### src/rtl/button_input_conditioner.sv
// rtl/button_input_conditioner.sv - per-channel sync, debounce, press/release/hold/repeat pulses
module button_input_conditioner #(
    parameter int N_BTN           = 5,
    parameter int DEBOUNCE_CYCLES = 1000000,
    parameter int HOLD_CYCLES     = 100000000,
    parameter int REPEAT_CYCLES   = 20000000
) (
    input  logic             clock,
    input  logic             reset_n,
    input  logic [N_BTN-1:0] btn_raw,
    output logic [N_BTN-1:0] btn_level,
    output logic [N_BTN-1:0] btn_press,
    output logic [N_BTN-1:0] btn_release,
    output logic [N_BTN-1:0] btn_hold,
    output logic [N_BTN-1:0] btn_repeat
);

    localparam int MAX_A = (DEBOUNCE_CYCLES > HOLD_CYCLES) ? DEBOUNCE_CYCLES : HOLD_CYCLES;
    localparam int MAX_P = (MAX_A > REPEAT_CYCLES) ? MAX_A : REPEAT_CYCLES;
    localparam int CW    = $clog2(MAX_P) + 1;

    localparam logic [CW-1:0] DB_LIM  = CW'(DEBOUNCE_CYCLES);
    localparam logic [CW-1:0] HOLD_M1 = CW'(HOLD_CYCLES - 1);
    localparam logic [CW-1:0] HOLD_SV = CW'(HOLD_CYCLES);
    localparam logic [CW-1:0] REP_M1  = CW'(REPEAT_CYCLES - 1);

    typedef enum logic [1:0] {
        IDLE    = 2'd0,
        ARM_ON  = 2'd1,
        PRESSED = 2'd2,
        ARM_OFF = 2'd3
    } state_t;

    for (genvar i = 0; i < N_BTN; i++) begin : gen_ch
        logic [1:0]    sync_q;
        state_t        state_q, state_d;
        logic [CW-1:0] db_q, db_d, db_inc;
        logic [CW-1:0] hold_q, hold_d;
        logic [CW-1:0] rep_q, rep_d;
        logic          hold_done_q, hold_done_d;
        logic          level_q, press_q, release_q, hold_q_p, rep_q_p;
        logic          level_d, press_d, release_d, hold_p_d, rep_p_d;
        logic          s;

        assign s = sync_q[1];
        // The cycle that leaves a stable state already counts as the first stable sample.
        assign db_inc = ((state_q == IDLE || state_q == PRESSED) ? '0 : db_q) + CW'(1);

        always_comb begin
            state_d     = state_q;
            db_d        = db_q;
            hold_d      = hold_q;
            rep_d       = rep_q;
            hold_done_d = hold_done_q;
            press_d     = 1'b0;
            release_d   = 1'b0;
            hold_p_d    = 1'b0;
            rep_p_d     = 1'b0;

            case (state_q)
                IDLE, ARM_ON: begin
                    if (!s) begin
                        state_d = IDLE;
                        db_d    = '0;
                    end else if (db_inc >= DB_LIM) begin
                        state_d = PRESSED;
                        db_d    = '0;
                        press_d = 1'b1;
                    end else begin
                        state_d = ARM_ON;
                        db_d    = db_inc;
                    end
                end
                PRESSED, ARM_OFF: begin
                    if (s) begin
                        state_d = PRESSED;
                        db_d    = '0;
                    end else if (db_inc >= DB_LIM) begin
                        state_d     = IDLE;
                        db_d        = '0;
                        release_d   = 1'b1;
                        hold_d      = '0;
                        rep_d       = '0;
                        hold_done_d = 1'b0;
                    end else begin
                        state_d = ARM_OFF;
                        db_d    = db_inc;
                    end
                end
                default: begin
                    state_d = IDLE;
                    db_d    = '0;
                end
            endcase

            // Hold/repeat run while the debounced level is high, glitches included.
            if ((state_q == PRESSED || state_q == ARM_OFF) && !release_d) begin
                if (!hold_done_q) begin
                    if (hold_q == HOLD_M1) begin
                        hold_d      = HOLD_SV;
                        hold_done_d = 1'b1;
                        hold_p_d    = 1'b1;
                        rep_d       = '0;
                    end else begin
                        hold_d = hold_q + CW'(1);
                    end
                end else if (REPEAT_CYCLES > 0) begin
                    if (rep_q == REP_M1) begin
                        rep_d   = '0;
                        rep_p_d = 1'b1;
                    end else begin
                        rep_d = rep_q + CW'(1);
                    end
                end
            end

            level_d = (state_d == PRESSED) || (state_d == ARM_OFF);
        end

        always_ff @(posedge clock or negedge reset_n) begin
            if (!reset_n) begin
                sync_q      <= '0;
                state_q     <= IDLE;
                db_q        <= '0;
                hold_q      <= '0;
                rep_q       <= '0;
                hold_done_q <= 1'b0;
                level_q     <= 1'b0;
                press_q     <= 1'b0;
                release_q   <= 1'b0;
                hold_q_p    <= 1'b0;
                rep_q_p     <= 1'b0;
            end else begin
                sync_q      <= {sync_q[0], btn_raw[i]};
                state_q     <= state_d;
                db_q        <= db_d;
                hold_q      <= hold_d;
                rep_q       <= rep_d;
                hold_done_q <= hold_done_d;
                level_q     <= level_d;
                press_q     <= press_d;
                release_q   <= release_d;
                hold_q_p    <= hold_p_d;
                rep_q_p     <= rep_p_d;
            end
        end

        assign btn_level[i]   = level_q;
        assign btn_press[i]   = press_q;
        assign btn_release[i] = release_q;
        assign btn_hold[i]    = hold_q_p;
        assign btn_repeat[i]  = rep_q_p;
    end

endmodule
### config.mk
export PLATFORM = sky130hd
export DESIGN_NAME = button_input_conditioner
export DESIGN_NICKNAME = d
export VERILOG_FILES = /design/src/rtl/button_input_conditioner.sv
export SDC_FILE = /design/constraint.sdc
export NUM_CORES = 1
export LEC_CHECK = 0
export ABC_CLOCK_PERIOD_IN_PS = 9900
export BUFFER_PORTS_ARGS = -buffer_cell sky130_fd_sc_hd__buf_2
export CAP_MARGIN = 15
export CORE_ASPECT_RATIO = 0.75
export CORE_MARGIN = 5
export CORE_UTILIZATION = 41
export DETAILED_ROUTE_END_ITERATION = 7
export PLACE_DENSITY_LB_ADDON = 0.08
export SETUP_SLACK_MARGIN = 0.3
export SLEW_MARGIN = 25
export SYNTH_ARGS = -nofsm -noshare
export SYNTH_HDL_FRONTEND = slang
export SYNTH_SLANG_ARGS = --single-unit
export TNS_END_PERCENT = 20
### constraint.sdc
create_clock -name clock -period 9.9 [get_ports clock]
set_input_delay 1.98 -clock clock [delete_from_list [all_inputs] [get_ports clock]]
set_output_delay 1.98 -clock clock [all_outputs]
set_load 0.01 [all_outputs]
==> flow_summary.yaml <==
layout:
  final_cell_count_no_fill: 3898
  final_common_cell: "dfrtp_1"
  finalNetCount: 3021
  fillCellCount: 6246
  area_delta_synth_final_pct: 9.760
  final_cell_mix: "dfrtp_1, nand2_1, nor2_1"
  final_util: 0.4557
  final_area_um2: 29100
  drive_gt1_frac: 0.07145
  antenna_cells: 0
yosys:
  async_flop_share: 1.000
  synth_cell_types: 93
  netlist_area_um2: 26510
  ys_ff_latch: 465
  synth_edf_count: 0
  yosysSeqAreaShare: 0.4389
  avgSynthCellArea_um2: 8.787
  yosys_warnings: 0
  synth_ff_type: "dfrtp_1"
  synth_cells: 3017
die:
  initial_core_util: 0.4151
  dieArea_um2: 69900
  rows: 80
  dieHeight_um: 230.2
  dieWidth_um: 303.6
  io_pins: 32
  core_um2: 63860
routing:
  drt-total-wl_mm: 65.33
  drt_iter0_markers: 1648
  routedWlPerCell_um: 16.76
  drc: 0
  ant_nets: 0
  viasPerCell: 5.847
  num_vias: 22790
  drtPass1Iterations: 6
placement:
  dpl.cell_count: 3806
  hpwl_mm: 41.74
  dpl_cell_area_um2: 27420
  numPortBuffers: 31
  place.gp.congestion: 0.8204
  dp_slack_ns: 4.652
global_routing:
  grt_max_degree: 159
  gr-total-overflow: 0
  grt_pass1_wl_mm: 111.1
  track_usage: 0.1813
  antenna_found_initial: 0
  grt_pass1_vias: 21410
worst_setup_path:
  r2r_cells: 11
  r2r-end: "gen_ch[0].rep_q[8]"
  required_ns: 10.38
  crit_path_start_kind: "flip-flop"
  worstSetupPathType: "reg -> reg"
  reg2reg_slack_ns: 4.95
  arrival_ns: 5.42
  worst_setup_path_end_kind: "flip-flop"
  crit_fanout: 27
  critPathLaunch: "gen_ch[0].state_q[0]"
  timing.rr.start: "gen_ch[0].state_q[0]"
timing:
  hold_violations: 0
  relSlewSlack: 0.3826
  setup_ws_ns: 4.953
  timing.setup.tns_ns: 0
  fmax_mhz: 202.2
  rsz0062_at_grt: "no"
  period_minus_slack_ns: 4.947
  hold_slack_ns: 0.3466
  finClkSkew_ns: 0.02577
  fin_crit_sh: 0.4997
  worst_slew_pin_slew_ns: 0.9235
  final-setup-viol-count: 0
  report.final.slew_viol_count: 0
worst_hold_path:
  hold_depth: 0
  hold_end: "gen_ch[2].sync_q[1]"
  hp-class: "reg -> reg"
  min-delay-start: "gen_ch[2].sync_q[0]"
pwr:
  power_density_nw_per_um2: 177.5
  finalPower_mw: 5.166
  ir_drop_mv: 0.1126
  leakagePower_nw: 11.62
clocking:
  clk_pin_slew_ns: 0.06
  clock-sinks: 465
  insertion_delay_ns: 0.59
  cts_setup_buffers: 0
  cts-hold-fix-buffers: 0
  clockBufferDepth: 3
  cts_max_level: 2
  cts_inserted_buffers: 52
  ctsResizeCount: 0
  cts_tree: "yes"
  cts_root_buffer: "clkbuf_16"
job:
  drv_cap: 0
outcome:
  status: "complete, no violations"
[where the power goes]
part	leakage, nW	internal (mW)	switching (mW)
registers	6.28	2.01	0.202
clock network	0.838	1.12	0.806
logic	4.50	0.292	0.732
total	11.6	3.43	1.74
[cells in the mapped netlist, types with 26 or more instances]
| cell | instances | area [um^2] |
|---|---|---|
| nor3_1 | 112 | 560.5 |
| and2_1 | 53 | 331.6 |
| buf_2 | 35 | 175.2 |
| a31oi_1 | 84 | 525.5 |
| xnor2_1 | 49 | 429.2 |
| a21oi_1 | 68 | 340.3 |
| o31ai_1 | 34 | 255.2 |
| a22o_1 | 55 | 481.7 |
| a221o_1 | 36 | 360.4 |
| xor2_1 | 50 | 437.9 |
| nand2_1 | 318 | 1194 |
| o21ai_0 | 131 | 655.6 |
| inv_1 | 100 | 375.4 |
| nand3_1 | 234 | 1171 |
| dfrtp_1 | 465 | 11640 |
| and3_1 | 89 | 556.8 |
| and4_1 | 36 | 315.3 |
| nor4_1 | 52 | 325.3 |
| buf_4 | 26 | 195.2 |
| nand4_1 | 124 | 775.7 |
| clkbuf_1 | 104 | 390.4 |
| or4_1 | 28 | 210.2 |
| nor2b_1 | 28 | 175.2 |
| mux2i_1 | 27 | 270.3 |
| nor2_1 | 282 | 1059 |
[cells by family (layout without fill, tap and decap cells)]
family / Yosys count / in the layout / share of synthesized area
AO/OA/AOI/OAI: 637 / 637 / 0.1722
XOR/XNOR: 99 / 99 / 0.03271
adder cells (fa/ha/maj): 15 / 15 / 0.007079
buffers and inverters: 278 / 259 / 0.04498
flip-flops: 465 / 465 / 0.4389
multiplexers: 38 / 38 / 0.01501
other: 1 / 40 / 0.0001414
AND/OR/NAND/NOR: 1484 / 1484 / 0.2890
[final cells by class]
cell class,count,area (um^2),share of cell area
Timing Repair Buffer,63,441.7,0.01518
Tap cell,861,1077,0.03702
Sequential cell,465,11640,0.3999
Clock buffer,71,1484,0.05100
Inverter,104,390.4,0.01342
Clock inverter,21,186.4,0.006407
Multi-Input combinational cell,2313,13880,0.4771
[worst max-delay path, stage by stage, from the launching register on]
cell	delay, ns
dfrtp_1	0.91
and2_1	0.27
ha_1	0.22
nand3_1	0.17
nor3_2	0.61
and2_0	0.37
nand4_1	0.14
o221a_1	0.30
a211oi_4	0.38
a21o_1	0.76
nand2_1	0.36
o311ai_0	0.36
[flip-flops by register name, indices dropped and copies added, names as in the netlist]
name,cells
gen_ch.db_q,140
gen_ch.hold_done_q,5
gen_ch.hold_q,140
gen_ch.hold_q_p,5
gen_ch.level_q,5
gen_ch.press_q,5
gen_ch.release_q,5
gen_ch.rep_q,140
gen_ch.rep_q_p,5
gen_ch.state_q,5
gen_ch.sync_q,10
[routing by layer]
| metal | vias up | GRT usage | part of all wire |
|---|---|---|---|
| met4 | 0 | 0.03893 | 0.016 |
| li1 | 11130 | - | - |
| met3 | 77 | 0.02337 | 0.040 |
| met2 | 455 | 0.2738 | 0.43 |
| met5 | - | 0 | 0 |
| met1 | 11140 | 0.2791 | 0.51 |
[worst max path at each step]
stage / end / slack, ns / cells past startpoint
6_report: gen_ch[0].rep_q[8] / 4.95 / 11
5_1_grt: gen_ch[1].rep_q[2] / 4.44 / 10
4_1_cts: gen_ch[0].rep_q[8] / 4.64 / 11
3_5_place_dp: gen_ch[0].rep_q[8] / 4.65 / 11
3_3_place_gp: gen_ch[0].rep_q[8] / 4.78 / 11
2_1_floorplan: gen_ch[1].hold_q[10] / 6.04 / 15
No activity file was read; power rests on OpenSTA's default activity.
